$ cat config.mk
export PLATFORM = sky130hd
export DESIGN_NAME = sync_fifo_param
export DESIGN_NICKNAME = d
export VERILOG_FILES = /design/src/rtl/sync_fifo_param.sv
export SDC_FILE = /design/constraint.sdc
export NUM_CORES = 1
export LEC_CHECK = 0
export BUFFER_PORTS_ARGS = -buffer_cell sky130_fd_sc_hd__buf_4
export CAP_MARGIN = 30
export CORE_MARGIN = 1.5
export CORE_UTILIZATION = 30
export DETAILED_ROUTE_END_ITERATION = 12
export GPL_TIMING_DRIVEN = 0
export SLEW_MARGIN = 5
export SYNTH_ARGS = -nofsm -noshare
export SYNTH_HDL_FRONTEND = slang
export SYNTH_SLANG_ARGS = --single-unit
export TNS_END_PERCENT = 1
$ cat constraint.sdc
create_clock -name clk -period 2.6 [get_ports clk]
set_clock_uncertainty 0.1 [all_clocks]
set_input_delay 0.39 -clock clk [delete_from_list [all_inputs] [get_ports clk]]
set_output_delay 0.39 -clock clk [all_outputs]
set_load 0.02 [all_outputs]
$ cat src/rtl/sync_fifo_param.sv
`default_nettype none
// ============================================================================
// Module   : sync_fifo_param
// Purpose  : Parametrised single-clock FIFO with occupancy count, almost
//            thresholds, synchronous flush and optional first-word-fall-through.
// Revision : 1.0
// ============================================================================
module sync_fifo_param #(
    parameter int FIFO_WIDTH = 16,
    parameter int FIFO_DEPTH = 8,
    parameter int AF_THRESH  = FIFO_DEPTH - 1,
    parameter int AE_THRESH  = 1,
    parameter bit FWFT       = 1'b0,
    parameter int CW         = $clog2(FIFO_DEPTH + 1)
) (
    input  logic                  clk,
    input  logic                  rst,
    input  logic                  flush,
    input  logic [FIFO_WIDTH-1:0] data_in,
    input  logic                  wr_en,
    input  logic                  rd_en,
    output logic [FIFO_WIDTH-1:0] data_out,
    output logic                  wr_ack,
    output logic                  overflow,
    output logic                  underflow,
    output logic                  full,
    output logic                  empty,
    output logic                  almostfull,
    output logic                  almostempty,
    output logic [CW-1:0]         count
);

    localparam int c_AW = (FIFO_DEPTH > 2) ? $clog2(FIFO_DEPTH) : 1;

    if (FIFO_WIDTH < 1) begin : g_chk_width
        $error("sync_fifo_param: FIFO_WIDTH must be >= 1");
    end
    if (FIFO_DEPTH < 2) begin : g_chk_depth
        $error("sync_fifo_param: FIFO_DEPTH must be >= 2");
    end
    if (AF_THRESH < 1 || AF_THRESH > FIFO_DEPTH) begin : g_chk_af
        $error("sync_fifo_param: AF_THRESH out of range 1..FIFO_DEPTH");
    end
    if (AE_THRESH < 0 || AE_THRESH > FIFO_DEPTH - 1) begin : g_chk_ae
        $error("sync_fifo_param: AE_THRESH out of range 0..FIFO_DEPTH-1");
    end

    logic [FIFO_WIDTH-1:0] r_mem [FIFO_DEPTH];
    logic [c_AW-1:0]       r_wr_ptr;
    logic [c_AW-1:0]       r_rd_ptr;
    logic [CW-1:0]         r_count;
    logic                  r_wr_ack;
    logic                  r_overflow;
    logic                  r_underflow;

    logic                  w_full;
    logic                  w_empty;
    logic                  w_wr_acc;
    logic                  w_rd_acc;
    logic [c_AW-1:0]       w_wr_ptr_nxt;
    logic [c_AW-1:0]       w_rd_ptr_nxt;

    // Flags decode from the count register only, so no path from wr_en/rd_en.
    assign w_full      = (r_count == CW'(FIFO_DEPTH));
    assign w_empty     = (r_count == '0);
    assign w_wr_acc    = wr_en && !w_full;
    assign w_rd_acc    = rd_en && !w_empty;

    assign w_wr_ptr_nxt = (r_wr_ptr == c_AW'(FIFO_DEPTH - 1)) ? '0 : r_wr_ptr + 1'b1;
    assign w_rd_ptr_nxt = (r_rd_ptr == c_AW'(FIFO_DEPTH - 1)) ? '0 : r_rd_ptr + 1'b1;

    always_ff @(posedge clk) begin
        if (rst || flush) begin
            r_wr_ptr    <= '0;
            r_rd_ptr    <= '0;
            r_count     <= '0;
            r_wr_ack    <= 1'b0;
            r_overflow  <= 1'b0;
            r_underflow <= 1'b0;
        end else begin
            r_wr_ack    <= w_wr_acc;
            r_overflow  <= wr_en && w_full;
            r_underflow <= rd_en && w_empty;
            if (w_wr_acc) begin
                r_wr_ptr <= w_wr_ptr_nxt;
            end
            if (w_rd_acc) begin
                r_rd_ptr <= w_rd_ptr_nxt;
            end
            case ({w_wr_acc, w_rd_acc})
                2'b10:   r_count <= r_count + 1'b1;
                2'b01:   r_count <= r_count - 1'b1;
                default: r_count <= r_count;
            endcase
        end
    end

    // Storage is deliberately left unreset; only the pointers define validity.
    always_ff @(posedge clk) begin
        if (!rst && !flush && w_wr_acc) begin
            r_mem[r_wr_ptr] <= data_in;
        end
    end

    if (FWFT) begin : g_fwft
        assign data_out = r_mem[r_rd_ptr];
    end else begin : g_std
        logic [FIFO_WIDTH-1:0] r_data_out;
        always_ff @(posedge clk) begin
            if (rst || flush) begin
                r_data_out <= '0;
            end else if (w_rd_acc) begin
                r_data_out <= r_mem[r_rd_ptr];
            end
        end
        assign data_out = r_data_out;
    end

    assign wr_ack      = r_wr_ack;
    assign overflow    = r_overflow;
    assign underflow   = r_underflow;
    assign full        = w_full;
    assign empty       = w_empty;
    assign almostfull  = (r_count >= CW'(AF_THRESH));
    assign almostempty = (r_count <= CW'(AE_THRESH));
    assign count       = r_count;

endmodule
`default_nettype wire

## Yosys cells after proc, flatten, opt, wreduce, memory -nomap -nowiden

Memories as Yosys holds them, arrays and structs flattened. A register that Yosys moved wholly into a read port is not among the register bits.
Index checks and enable logic that the tools add are counted.

- $lt $le $gt $ge: 2
- Equality and inequality tests: 5
- Mux-type cells: 5
- Reduce and logical (&&, ||, !) cells: 13
- $add $sub $neg: 4

Operators by type and width:

| kind | number |
|---|---|
| $pmux 4 s2 | 1 |
| $add 3x1->3 const B | 2 |
| $eq 3x3->1 const B | 2 |
| $logic_and 1x1->1 | 6 |
| $mux 3 | 2 |
| $add 4x1->4 const B | 1 |
| $eq 4x4->1 const B | 1 |
| $ge 4x3->1 const B | 1 |
| $le 4x1->1 const B | 1 |
| $logic_not 1->1 | 4 |
| $logic_not 4->1 | 1 |
| $sub 4x1->4 const B | 1 |
| $eq 2x1->1 const B | 1 |
| $eq 2x2->1 const B | 1 |
| $mux 1 | 2 |
| $reduce_bool 2->1 | 1 |
| $logic_or 1x1->1 | 1 |

- RAM bits: 128
- Register bits: 13
- Bits of input ports: 21
- Memories: 1

Memory list:

| memory | words | width | rd ports | clocked after memory_dff | wr ports | RTL line | source |
|---|---|---|---|---|---|---|---|
| r_mem | 8 | 16 | 1 | 1 | 1 | 48 | `logic [FIFO_WIDTH-1:0] r_mem [FIFO_DEPTH];` |

## Depth between registers and ports, before layout

- Depth in word-level cells: 6
- Gate-level depth with buffers: 11
- Mapped depth without buffers: 10

## Least setup slack after synthesis

OpenSTA, ideal clock, no wires.

- Path type: reg2reg
- From: register r_count[0], in the netlist count[0]
- To: memory r_mem[0][0] (enable)
- Clock period less this slack: 2.937 ns
- Data arrival time: 2.428 ns
- Library setup time: 0.409 ns
- Setup slack: -0.337 ns
- Data required time: 2.091 ns
- Path buffers: 0
- Cell stages (with the launch flop): 7
- Path through: dfxtp_1 -> inv_1 -> ha_1 -> nand3b_1 -> and3_1 -> nand2b_1 -> nor3_1

- Longest elaborated chain between the ends: 6

RTL lines:

| element | RTL line | source |
|---|---|---|
| start, declared | 51 | `logic [CW-1:0] r_count;` |
| start signal, assigned | 91 | `2'b10: r_count <= r_count + 1'b1;` |
| start signal, assigned | 92 | `2'b01: r_count <= r_count - 1'b1;` |
| start signal, assigned | 93 | `default: r_count <= r_count;` |
| $eq 4x4->1 | 64 | `assign w_full = (r_count == CW'(FIFO_DEPTH));` |
| $logic_not 1->1 | 66 | `assign w_wr_acc = wr_en && !w_full;` |
| $logic_and 1x1->1 | 66 |  |
| $logic_and 1x1->1 | 100 | `if (!rst && !flush && w_wr_acc) begin` |
| $mux 1 | 100 |  |
| $mux 1 (not written as such) | 101 | `r_mem[r_wr_ptr] <= data_in;` |
| end, declared | 48 |  |

Every way passes these cells.

## Worst setup path after layout

- From: register r_count[1], in the netlist count[1]
- To: register r_count[3], in the netlist count[3]

- Longest elaborated chain between the ends: 5

RTL lines:

| element | RTL line | source |
|---|---|---|
| $eq 4x4->1 or $logic_not 4->1 (tied branches) | 64, 65 |  |
| $logic_not 1->1, on equally long branches | 66, 67 |  |
| $logic_and 1x1->1, on equally long branches | 66, 67 |  |
| $eq 2x1->1 or $eq 2x2->1 (tied branches) | 90 | `case ({w_wr_acc, w_rd_acc})` |
| $pmux 4 s2 or $reduce_bool 2->1 (tied branches) | n/a |  |

Parallel ways exist; a longest one is shown, timed or not.
A chain may end at the register's enable or synchronous reset.

==> flow_metrics.env <==
export IMPL_hp_class="input port to flip-flop"
export IMPL_routed_wl_um=13400
export IMPL_worst_path_largest_cell_delay_ps=490
export IMPL_hold_slack_ps=92.2
export IMPL_core_area_um2=19700
export IMPL_vias_per_cell=4.76
export IMPL_detail_route_antenna_nets=0
export IMPL_max_freq_mhz=406
export IMPL_crit_required_ps=2820
export IMPL_chipHeight_um=145
export IMPL_die_area_um2=21000
export IMPL_synth_warnings=0
export IMPL_io_pins=48
export IMPL_critPathSlowestCell="or4b_1"
export IMPL_syn_avg_cell_area_um2=17.0
export IMPL_cts_tree="yes"
export IMPL_drc=0
export IMPL_syn_inst=356
export IMPL_grt_max_degree=18
export IMPL_grt_usage=0.131
export IMPL_reg2reg_from="count[1]$_SDFFE_PP0P_"
export IMPL_ys_ff_latch=157
export IMPL_peakVddDrop_mv=0.558
export IMPL_nets=460
export IMPL_grt_pass1_vias=3487
export IMPL_grt_setup_unrepaired="no"
export IMPL_grt_pass1_wl_um=20200
export IMPL_syn2layout_area_growth_pct=24.5
export IMPL_hold_violations=0
export IMPL_synthArstFlopShare=0
export IMPL_r2r_end="count[3]$_SDFFE_PP0P_"
export IMPL_post_drt_wl_per_cell_um=18.8
export IMPL_synthesis_nets=385
export IMPL_drive_above_1_share=0.293
export IMPL_portBuffers=47
export IMPL_ys_types=38
export IMPL_tns_ps=0
export IMPL_synth_flop_cell="edfxtp_1"
export IMPL_synth_area_um2=6050
export IMPL_status="completed"
export IMPL_worst_setup_path_type="flip-flop to flip-flop"
export IMPL_antenna_found_initial=0
export IMPL_vias=3378
export IMPL_start_util=0.308
export IMPL_layout_commonest_cell="edfxtp_1"
export IMPL_crit_chain="inv_1 > ha_2 > nor3b_2 > nand2b_4 > inv_6 > ha_2 > or4b_1 > a21oi_2 > xnor2_1 > nor2_1"
export IMPL_clkSinkCount=157
export IMPL_dr_pass1_iters=4
export IMPL_clk_latency_ps=430
export IMPL_worstMarginPinSlew_ps=616
export IMPL_root_buffer="clkbuf_16"
export IMPL_critPathLaunchType="flip-flop"
export IMPL_grt_overflow=0
export IMPL_dp_hpwl_um=9030
export IMPL_cts_buffers=17
export IMPL_slew_viol_final=0
export IMPL_setup_slack_ps=137
export IMPL_r2r_cells=10
export IMPL_setup_violations=0
export IMPL_mostFrequentLayoutCells="128 x edfxtp_1, 50 x buf_4, 38 x a21oi_1, 32 x mux2i_1, 27 x dfxtp_1"
export IMPL_drv_cap=0
export IMPL_core_rowCount=51
export IMPL_diodes=0
export IMPL_endpoint="count[3]$_SDFFE_PP0P_"
export IMPL_p_leak_uw=0.00251
export IMPL_place_ws_ps=-598
export IMPL_drt_iter0_markers=256
export IMPL_clk_pin_slew_ps=60
export IMPL_power_density_nw_per_um2=723
export IMPL_period_needed_ps=2460
export IMPL_die_w_um=145
export IMPL_crit_start="count[1]$_SDFFE_PP0P_"
export IMPL_holdBufCountCts=0
export IMPL_crit_fanout=17
export IMPL_cp_data_arrival_time_ps=2680
export IMPL_seq_area_frac_synth=0.731
export IMPL_slew_headroom=0.589
export IMPL_worst_path_most_repeated_cell="ha_2"
export IMPL_gp_congestion=0.749
export IMPL_cts_htree_levels=4
export IMPL_min_period_over_period=0.947
export IMPL_synth_edf_count=128
export IMPL_cts_buffer_depth=2
export IMPL_fin_util=0.383
export IMPL_reg2reg_setup_slack_ps=140
export IMPL_critPathCaptureType="flip-flop"
## flip-flops by register name, indices dropped and copies added (netlist names)
signal     flops
r_mem        128
data_out      16
count          4
r_rd_ptr       3
r_wr_ptr       3
overflow       1
underflow      1
wr_ack         1
## per-stage QoR
stage | std cells | cell area (µm²) | power [µW]
2_1_floorplan | 356 | 6060 | 2930
3_3_place_gp | 668 | 6740 | 3040
3_5_place_dp | 676 | 6880 | 3050
4_1_cts | 708 | 7480 | 5480
5_1_grt | 709 | 7530 | 5620
6_report | 709 | 7530 | 5450
## cell type report
| cell class | instances | area [µm²] |
|---|---|---|
| Clock inverter | 13 | 149 |
| Tap cell | 265 | 332 |
| Multi-Input combinational cell | 177 | 1550 |
| Clock buffer | 19 | 433 |
| Buffer | 17 | 129 |
| Timing Repair Buffer | 57 | 489 |
| Fill cell | 1854 | 12100 |
| Sequential cell | 157 | 4430 |
| Inverter | 4 | 20.0 |
## critical path, delay by kind of cell, from the launching register on
kind            cells  cell delay (ps)
xor+xnor            1              120
flops               1              370
compound gates      1              170
simple gates        4              910
buf+inv             2              250
fa+ha+maj           2              440
## worst min path at each step
stage                              from                        to  slack (ps)  cells after the start
3_5_place_dp   r_wr_ptr[0]$_SDFFE_PP0P_  r_wr_ptr[0]$_SDFFE_PP0P_         400                      2
3_3_place_gp   r_wr_ptr[0]$_SDFFE_PP0P_  r_wr_ptr[0]$_SDFFE_PP0P_         380                      2
6_report                    data_in[14]    r_mem[3][14]$_DFFE_PP_          90                      1
5_1_grt                     data_in[12]    r_mem[6][12]$_DFFE_PP_          90                      1
4_1_cts                     data_in[14]    r_mem[1][14]$_DFFE_PP_          80                      1
2_1_floorplan  r_wr_ptr[0]$_SDFFE_PP0P_  r_wr_ptr[0]$_SDFFE_PP0P_         370                      2
## timing repair
item,in CTS,in global routing
pin swaps,1,3
setup buffers,1,1
gates resized for setup,5,9
setup endpoints to repair,77,103
## Yosys cell counts (2+ instances only)
cell type	n	share of area
a21oi_1	38	0.031
and3_1	3	0.0031
buf_2	5	0.0041
buf_6	6	0.011
clkbuf_1	5	0.0031
dfxtp_1	29	0.096
edfxtp_1	128	0.63
ha_1	8	0.017
inv_1	3	0.0019
mux2i_1	32	0.053
mux4_1	3	0.013
mux4_2	14	0.052
nand2_1	8	0.0050
nand2b_1	4	0.0041
nand3b_1	2	0.0025
nand4b_1	2	0.0029
nor2_1	11	0.0068
nor3_1	3	0.0025
o21ai_0	16	0.013
o22ai_1	15	0.016
or3_1	3	0.0031
xor2_1	2	0.0029
## per-layer routing
layer / track usage / wire length, µm / vias up
met2: 0.223 / 6870 / 81
met5: 0 / 0 / -
met4: 0.0566 / 231 / 0
met3: 0.0399 / 561 / 16
met1: 0.153 / 5700 / 1734
li1: - / - / 1547
## where the power goes
group          switching, µW  total [µW]  internal, µW
sequential              15.3        2760          2740
combinational            147         245          97.9
clock                    955        2450          1490
total                   1120        5450          4330
## cells by family after synthesis
family                   share of synthesized area
flip-flops                                   0.731
AO/OA/AOI/OAI                               0.0649
multiplexers                                 0.118
AND/OR/NAND/NOR                             0.0409
buffers and inverters                       0.0244
adder cells (fa/ha/maj)                     0.0165
XOR/XNOR                                   0.00434
Power figures use the tool's default switching activity.
